## src/rtl/pmap_pkg.sv

```systemverilog
// Shared types and constants for the pmap payload constellation mapper.
// Amplitudes are Q1.12 (1.0 = 4096) in a signed 14-bit container.
package pmap_pkg;

    typedef enum logic [1:0] {
        MOD_BPSK  = 2'd0,
        MOD_QPSK  = 2'd1,
        MOD_QAM16 = 2'd2,
        MOD_RSVD  = 2'd3
    } mod_t;

    typedef enum logic [1:0] {
        IDLE = 2'd0,
        RUN  = 2'd1,
        PAD  = 2'd2
    } state_t;

    localparam logic signed [13:0] AMP_BPSK   = 14'sd4096;
    localparam logic signed [13:0] AMP_QPSK   = 14'sd2896;
    localparam logic signed [13:0] AMP_QAM_HI = 14'sd3886;
    localparam logic signed [13:0] AMP_QAM_LO = 14'sd1295;

    // The reserved encoding behaves as QPSK everywhere.
    function automatic logic [2:0] bits_per_sym(input mod_t m);
        case (m)
            MOD_BPSK:  return 3'd1;
            MOD_QAM16: return 3'd4;
            default:   return 3'd2;
        endcase
    endfunction

endpackage

```

## src/rtl/pmap_lut.sv

```systemverilog
// Combinational Gray mapper: modulation plus collected bits (sym[0] = b0)
// to a normalised signed I/Q point.
module pmap_lut
    import pmap_pkg::*;
(
    input  mod_t               mod,
    input  logic [3:0]         sym,
    output logic signed [13:0] re,
    output logic signed [13:0] im
);

    logic signed [13:0] mag_i;
    logic signed [13:0] mag_q;

    // NOTE: every output gets a default first so no path through the case leaves a latch.
    always_comb begin
        re    = '0;
        im    = '0;
        mag_i = '0;
        mag_q = '0;
        case (mod)
            MOD_BPSK: begin
                re = sym[0] ? AMP_BPSK : -AMP_BPSK;
            end
            MOD_QAM16: begin
                // First bit of each pair is the sign, second picks inner (1) or outer (0) level.
                mag_i = sym[1] ? AMP_QAM_LO : AMP_QAM_HI;
                mag_q = sym[3] ? AMP_QAM_LO : AMP_QAM_HI;
                re    = sym[0] ? mag_i : -mag_i;
                im    = sym[2] ? mag_q : -mag_q;
            end
            default: begin
                re = sym[0] ? AMP_QPSK : -AMP_QPSK;
                im = sym[1] ? AMP_QPSK : -AMP_QPSK;
            end
        endcase
    end

endmodule

```

## src/rtl/pmap.sv

```systemverilog
// Payload constellation mapper: packs a 1-bit/cycle coded stream into BPSK,
// QPSK or 16-QAM points behind valid/ready handshakes on both sides.
module pmap
    import pmap_pkg::*;
(
    input  logic               clk,
    input  logic               rst,
    input  logic [1:0]         mod,
    input  logic               di,
    input  logic               di_vld,
    input  logic               di_last,
    output logic               di_rdy,
    output logic signed [13:0] do_re,
    output logic signed [13:0] do_im,
    output logic               do_vld,
    output logic               do_last,
    input  logic               do_rdy
);

    state_t             state;
    state_t             state_nxt;
    mod_t               mod_q;
    mod_t               cur_mod;
    logic [1:0]         cnt;
    logic [3:0]         sym_q;
    logic [3:0]         sym_nxt;
    logic [2:0]         bps;
    logic               stall;
    logic               accept;
    logic               pad_step;
    logic               step;
    logic               bit_in;
    logic               last_in;
    logic               complete;
    logic signed [13:0] map_re;
    logic signed [13:0] map_im;

    // The first bit of a frame arrives in IDLE, before mod_q has been loaded.
    assign cur_mod = (state == IDLE) ? mod_t'(mod) : mod_q;
    assign bps     = bits_per_sym(cur_mod);

    always_comb begin
        stall    = do_vld && !do_rdy;
        di_rdy   = (state != PAD) && !stall;
        accept   = di_vld && di_rdy;
        pad_step = (state == PAD) && !stall;
        step     = accept || pad_step;
        bit_in   = accept ? di : 1'b0;
        last_in  = accept ? di_last : 1'b1;
        complete = step && ({1'b0, cnt} == bps - 3'd1);
        sym_nxt  = sym_q;
        sym_nxt[cnt] = bit_in;
    end

    pmap_lut u_lut (
        .mod (cur_mod),
        .sym (sym_nxt),
        .re  (map_re),
        .im  (map_im)
    );

    always_comb begin
        state_nxt = state;
        case (state)
            IDLE, RUN: begin
                if (accept) begin
                    if (di_last)
                        state_nxt = complete ? IDLE : PAD;
                    else
                        state_nxt = RUN;
                end
            end
            PAD: begin
                if (complete)
                    state_nxt = IDLE;
            end
            default: state_nxt = IDLE;
        endcase
    end

    // NOTE: sequential state uses non-blocking assignments so every register samples pre-edge values.
    always_ff @(posedge clk or negedge rst) begin
        if (!rst) begin
            state <= IDLE;
            mod_q <= MOD_QPSK;
            cnt   <= '0;
            sym_q <= '0;
        end else begin
            state <= state_nxt;
            if (accept && state == IDLE)
                mod_q <= cur_mod;
            if (step) begin
                sym_q <= sym_nxt;
                cnt   <= complete ? 2'd0 : cnt + 2'd1;
            end
        end
    end

    // Single output register; a load may coincide with a consume.
    always_ff @(posedge clk or negedge rst) begin
        if (!rst) begin
            do_re   <= '0;
            do_im   <= '0;
            do_vld  <= 1'b0;
            do_last <= 1'b0;
        end else if (complete) begin
            do_re   <= map_re;
            do_im   <= map_im;
            do_vld  <= 1'b1;
            do_last <= last_in;
        end else if (do_vld && do_rdy) begin
            do_vld  <= 1'b0;
            do_last <= 1'b0;
        end
    end

endmodule

```

## config.mk

```make
export PLATFORM = sky130hd
export DESIGN_NAME = pmap
export DESIGN_NICKNAME = d
export VERILOG_FILES = /design/src/rtl/pmap_pkg.sv /design/src/rtl/pmap_lut.sv /design/src/rtl/pmap.sv
export SDC_FILE = /design/constraint.sdc
export NUM_CORES = 1
export LEC_CHECK = 0
export BUFFER_PORTS_ARGS = -buffer_cell sky130_fd_sc_hd__clkbuf_2
export CORE_MARGIN = 3
export CORE_UTILIZATION = 58
export CTS_BUF_LIST = sky130_fd_sc_hd__clkbuf_16
export CTS_CLUSTER_SIZE = 20
export DETAILED_ROUTE_END_ITERATION = 7
export PLACE_DENSITY = 0.85
export SYNTH_ARGS = -nofsm -noshare
export SYNTH_HDL_FRONTEND = slang
export SYNTH_SLANG_ARGS = --single-unit
export TNS_END_PERCENT = 1
```

## constraint.sdc

```tcl
create_clock -name clk -period 3.7 [get_ports clk]
set_clock_uncertainty 0.05 [all_clocks]
set_input_delay 0.185 -clock clk [delete_from_list [all_inputs] [get_ports clk]]
set_output_delay 0.185 -clock clk [all_outputs]
set_load 0.03 [all_outputs]
```

# --- Word level (Yosys, flattened, before mapping) ---
# Cells that the tools add are included.
word_totals:
  latchBits: 0
  mem_count: 0
  output_inout_bits: 31
  reg_bits: 40
  word_cells: 62
  mem_bits_rw: 0
  input_bits: 8
  rom_bits: 0
op_classes:
  add_sub_neg: 4
  n_reduce_logical: 16
  n_eq_ne: 7
  magnitude_cmp: 2
  muxes: 25
  div: 0
  n_shift: 0
  multipliers: 0
  n_bitwise: 0
ops:
  columns: ["operator", "n"]
  rows:
  - ["14-bit two-way mux", 5]
  - ["14-bit case mux with 2 select lines", 2]
  - ["14-bit negation", 2]
  - ["12-bit two-way mux", 2]
  - ["2-bit two-way mux", 6]
  - ["1-bit logical AND", 8]
  - ["1-bit two-way mux", 6]
  - ["2-bit inequality test, second input constant", 3]
  - ["3-bit case mux with 2 select lines", 1]
  - ["4-bit bitwise mux", 1]
  - ["2-bit == test, second input constant", 2]
  - ["2-bit zero test", 2]
  - ["2-bit case mux with 2 select lines", 1]
  - ["2-bit by 3-bit == test with 1-bit output", 1]
  - ["2-bit by 3-bit < comparator with 1-bit output, second input constant", 1]
  - ["3-bit by 1-bit subtractor with 3-bit output, second input constant", 1]
  - ["2-bit by 1-bit adder with 2-bit output, second input constant", 1]
  - ["1-bit demux with 2-bit select", 1]
  - ["2-bit by 1-bit == test with 1-bit output, second input constant", 1]
  - ["2-bit by 1-bit >= comparator with 1-bit output, second input constant", 1]
  - ["1-bit zero test", 2]
  - ["2-bit AND reduction", 1]
  - ["2-bit nonzero test", 1]
  - ["2-bit OR reduction", 1]
  - ["1-bit logical OR", 1]

# --- Logic depth before layout (Yosys ltp) ---
logic_depth:
  word_depth: 11
  mapped_depth: 8
  ltp_nobuf: 7

# --- Cells and area by module ---
# From an unflattened synthesis, not the netlist that was laid out.
hier_totals:
  hier_cells: 184
  area_unflattened_um2: 2158.3
modules_own_cells:
  columns: ["mod", "area_per_inst_um2", "n_inst", "seq_area_each_um2", "cells_each"]
  rows:
  - ["pmap", 1893.1, 1, 1002.2, 142]
  - ["pmap_lut", 265.3, 1, 0.0, 42]

# --- Worst setup path after synthesis ---
# No wires, ideal clock.
synth_path:
  path_type: "flip-flop to flip-flop"
  from: "register state[0]"
  to: "register do_im[10]"
  setup_time_ns: 0.127
  setup_slack_ns: 1.536
  required_time_ns: 3.523
  arrival_time_ns: 1.987
  period_less_slack_ns: 2.164
  stages_incl_launch_ff: 7
  path_buffers: 1
  path_cell_list: "dfrtp_1 > or4_1 > o31ai_1 > nand3_1 > a31oi_4 > buf_6 > mux2_1"
synth_via:
  elab_chain_cells: 9
  word_cells_on_any_way: 21
  classes_between: "add/sub (2); eq/ne (4); mux (8); reduce/logical (7)"
synth_rtl:
  columns: ["element", "line_no", "text"]
  rows:
  - ["from (decl)", "pmap.sv:20", "state_t state;"]
  - ["from (signal assigned)", "pmap.sv:89", "state <= state_nxt;"]
  - ["2-bit inequality test", "pmap.sv:44", "di_rdy = (state != PAD) && !stall;"]
  - ["1-bit logical AND", "pmap.sv:44", null]
  - ["1-bit logical AND", "pmap.sv:45", "accept = di_vld && di_rdy;"]
  - ["1-bit two-way mux", "pmap.sv:48", "bit_in = accept ? di : 1'b0;"]
  - ["4-bit bitwise mux", "pmap.sv:52", "sym_nxt[cnt] = bit_in;"]
  - ["12-bit two-way mux", "pmap_lut.sv:28", "mag_q = sym[3] ? AMP_QAM_LO : AMP_QAM_HI;"]
  - ["14-bit negation", "pmap_lut.sv:30", "im = sym[2] ? mag_q : -mag_q;"]
  - ["14-bit two-way mux", "pmap_lut.sv:30", null]
  - ["14-bit case mux with 2 select lines", "pmap_lut.sv:21", "case (mod)"]
  - ["to (signal assigned)", "pmap.sv:108", "do_im <= map_im;"]
  - ["to (decl)", "pmap.sv:14", "output logic signed [13:0] do_im,"]
# Several ways; a longest one is shown, not always the timed one.
# A chain may end at the register's enable or synchronous reset.

# --- Worst setup path after layout ---
layout_path:
  from: "register state[1]"
  to: "register do_re[5]"
layout_via:
  elab_chain_cells: 9
  word_cells_on_any_way: 21
  classes_between: "add/sub (2); eq/ne (4); mux (8); reduce/logical (7)"
layout_rtl:
  columns: ["element", "line_no", "text"]
  rows:
  - ["2-bit inequality test", "pmap.sv:44", null]
  - ["1-bit logical AND", "pmap.sv:44", null]
  - ["1-bit logical AND", "pmap.sv:45", null]
  - ["1-bit two-way mux", "pmap.sv:48", null]
  - ["4-bit bitwise mux", "pmap.sv:52", null]
  - ["12-bit two-way mux", "pmap_lut.sv:27", "mag_i = sym[1] ? AMP_QAM_LO : AMP_QAM_HI;"]
  - ["14-bit negation", "pmap_lut.sv:29", "re = sym[0] ? mag_i : -mag_i;"]
  - ["14-bit two-way mux", "pmap_lut.sv:29", null]
  - ["14-bit case mux with 2 select lines", "pmap_lut.sv:21", null]
  - ["to (signal assigned)", "pmap.sv:107", "do_re <= map_re;"]
  - ["to (decl)", "pmap.sv:13", "output logic signed [13:0] do_re,"]
# Several ways; a longest one is shown, not always the timed one.

==> flow_summary.toml <==
[detailed_routing]
vias_after_detailed_routing = 1433
postRouteWirelength_mm = 4.20
antenna_violating_nets_post_route = 0
drc_errors = 0
post_detailed_route_via_to_cell_ratio = 5.80
wire_per_inst_um = 17.0
drt_pre_antenna_iters = 4
drtIter0Drc = 74

[power_and_ir_drop]
power.share.clock_pct = 16.6
power.switching_mw = 1.11
power_density_nw_per_um2 = 1100
total_power_mw = 2.33
p_seq_share_pct = 28.9
worst_ir_drop_vdd_mv = 0.647
cellInternalPower_mw = 1.22
comb_power_share_pct = 54.4
switching_power_share_of_the_total_pct = 47.6
cellLeakagePower_nw = 1.01

[synthesis]
synth_top_cell_area_share_pct = 45.4
postSynthRegisterBits = 34
synth.distinct_cells = 43
ys_dominant_reg_cell = "sky130_fd_sc_hd__dfrtp_1"
postSynth.asyncResetShare_pct = 100
synth.cells.most_frequent = "sky130_fd_sc_hd__dfrtp_1, sky130_fd_sc_hd__nand2_1, sky130_fd_sc_hd__mux2_1"
synth_area_per_cell_um2 = 10.7
synth_most_common_cell = "sky130_fd_sc_hd__dfrtp_1"
yosysWarnings = 0
yosys-top-cells-area = "sky130_fd_sc_hd__dfrtp_1, sky130_fd_sc_hd__mux2_1, sky130_fd_sc_hd__mux2_2, sky130_fd_sc_hd__mux2i_1, sky130_fd_sc_hd__nand2_1"
synth.yosys.seq_area_share_pct = 46.8
synth_edf_count = 0
syn-num-nets = 182
netlist_area_um2 = 1820
synth_top_area_cell = "sky130_fd_sc_hd__dfrtp_1"
synthesis.instances = 170

[floorplanning]
pin_count = 39
placementRows = 19
die_outline_width_um = 62.0
design.core.area_um2 = 2880
die_height_um = 62.0
floorplan.initialDensity_pct = 63.2
design.die.area_um2 = 3840

[timing]
count_of_final_setup_violators = 0
finalSetupTns_ns = 0
finalWorstPathRequiredPeriod_ns = 2.87
rsz_0062_raised_after_global_routing = "false"
final_min_period_over_clock_period_pct = 77.6
worst_hold_slack_ns = 0.0808
timing_hold_violations_final = 0
timing_worst_slew_pin_value_ns = 0.966
max_freq_mhz = 348
slew_viol_final = 0
slew_headroom_pct = 35.2

[outcome]
outcome = "finished, final reports clean"

[setup_path]
critical_path.endpoint_type = "flop"
cp_cell_sequence = "nor2b_1 -> o21ai_1 -> a31oi_4 -> mux2_1"
path_depth = 4
critical_path.top_delay_family = "compound AO/OA/AOI/OAI gates"
regToRegEndpoint = "do_re[5]$_DFFE_PN0P_"
r2r_start = "state[1]$_DFFE_PN0P_"
startpoint = "state[1]$_DFFE_PN0P_"
crit_path_top_delay_cell = "sky130_fd_sc_hd__a31oi_4"
internal_reg_to_reg_setup_slack_ns = 0.83
r2r_cells = 4
critical_path.endpoint = "do_re[5]$_DFFE_PN0P_"
cp.buffers_inverters = 0
setup.worst_path.start_class = "flop"
critical_path_required_ns = 3.80
cpPeakStageDelay_ns = 0.86
critical_path_arrival_ns = 2.97
critical_path_peak_fanout = 27
setup.worst_path.class = "flop to flop"

[place]
detailed_place_hpwl_mm = 2.85
placement.io_buffers = 38
gpl.final_weighted_congestion = 0.836

[finish]
multi_input_combinational_cell_area_um2 = 847
drive_gt1_share_pct = 28.8
fin_nets = 216
number_of_antenna_repair_diodes = 0
area_growth_pct = 16.9
fillerInstances = 201
ff_latch_area_um2 = 852

[grt]
grt_start_max_net_pins = 35
via_count_of_the_first_global_routing_pass = 1395
gr-usage-all-layers_pct = 24.4
wire_length_of_the_first_global_routing_pass_mm = 6.64
globalRoute.totalOverflow = 0
initial_antenna_violation_count = 0

[job]
cap_viol_max_count = 0

[clock_network]
tritoncts_num_sinks = 34
clkLatencyLatePin_ns = 0.28
cts-root-to-sink-buffers = 2
cts-buffers-inserted = 5
clk_root_buffer_cell = "sky130_fd_sc_hd__clkbuf_16"
ctsHtreeMaxLevel = 2
cts_tree = "yes"
cts_resized = 0
path_clk_slew_ns = 0.05

[worst_hold_path]
hold_path.class = "input pin to flop"
## sequential cells by signal, indices dropped and copies added, names as in the netlist
signal	flops
cnt	2
do_im	10
do_last	1
do_re	12
do_vld	1
mod_q	2
state	2
sym_q	4
## stage by stage
step	area [µm²]	std cells	util [%]	setup WS (ns)
after floorplan	1820	170	-	1.54
after global placement	1980	238	68.8	1.08
after detailed placement	1980	238	68.8	0.934
after CTS	2130	247	73.9	0.909
after global routing	2130	247	73.9	0.710
final	2130	247	73.9	0.829
## cells by family after synthesis
| group | after synthesis | synth area share, % |
|---|---|---|
| and+or+nand+nor | 47 | 13.0 |
| DFF | 34 | 46.8 |
| AOI/OAI and AO/OA | 32 | 12.4 |
| muxes | 29 | 17.5 |
| buffers and inverters | 22 | 6.60 |
| adders and majority gates | 4 | 2.75 |
| xor gates and xnor gates | 2 | 0.963 |
## layout by cell type (no fill, tap or decap), drive strengths merged, types with 2 or more instances in the layout
cell type  Yosys  layout
clkbuf         4      43
dfrtp         33      33
mux2          22      22
nand2         16      16
o21ai         11      11
inv           10      10
nor2           9       9
mux2i          7       7
nand3          5       5
nor2b          4       4
nand2b         4       4
a21oi          4       4
ha             4       4
nor3           3       3
o22ai          3       3
clkinv         0       3
o31ai          2       2
o32a           2       2
a31oi          2       2
## routing by layer
layer	global-route usage, %	wire length (µm)
met1	31.0	1830
met2	38.8	2020
met3	4.96	243
met4	13.3	100
met5	0	0
## worst min path at each step
stage / startpoint / endpoint / slack [ns] / depth (start not counted)
2_1_floorplan: rst / cnt[0]$_DFFE_PN0P_ / -0.16 / 0
3_3_place_gp: rst / do_last$_DFFE_PN0P_ / 0.25 / 1
3_5_place_dp: rst / do_last$_DFFE_PN0P_ / 0.28 / 1
4_1_cts: di_last / state[0]$_DFFE_PN0P_ / 0.08 / 2
5_1_grt: di_last / state[0]$_DFFE_PN0P_ / 0.09 / 2
6_report: di_last / state[0]$_DFFE_PN0P_ / 0.08 / 2
## power by group through the flow
stage / logic, mW / registers (mW) / clock network [mW]
2_1_floorplan: 0.769 / 0.873 / 0
3_3_place_gp: 1.21 / 0.659 / 0
3_5_place_dp: 1.25 / 0.677 / 0
4_1_cts: 1.26 / 0.674 / 0.389
5_1_grt: 1.37 / 0.694 / 0.409
6_report: 1.27 / 0.674 / 0.387
## layout make-up
cell class | count | area share, %
timing repair buffer | 39 | 9.42
tap | 42 | 2.47
clock buffer | 5 | 5.89
multi-input combinational | 114 | 39.8
sequential | 34 | 40.1
inverter | 10 | 1.77
clock inverter | 3 | 0.530
## repair_timing
action / CTS / global route
setup buffers: 0 / 0
hold buffers: 1 / 0
endpoints found under the hold margin: 33 / 0
Power figures use the tool's default switching activity.
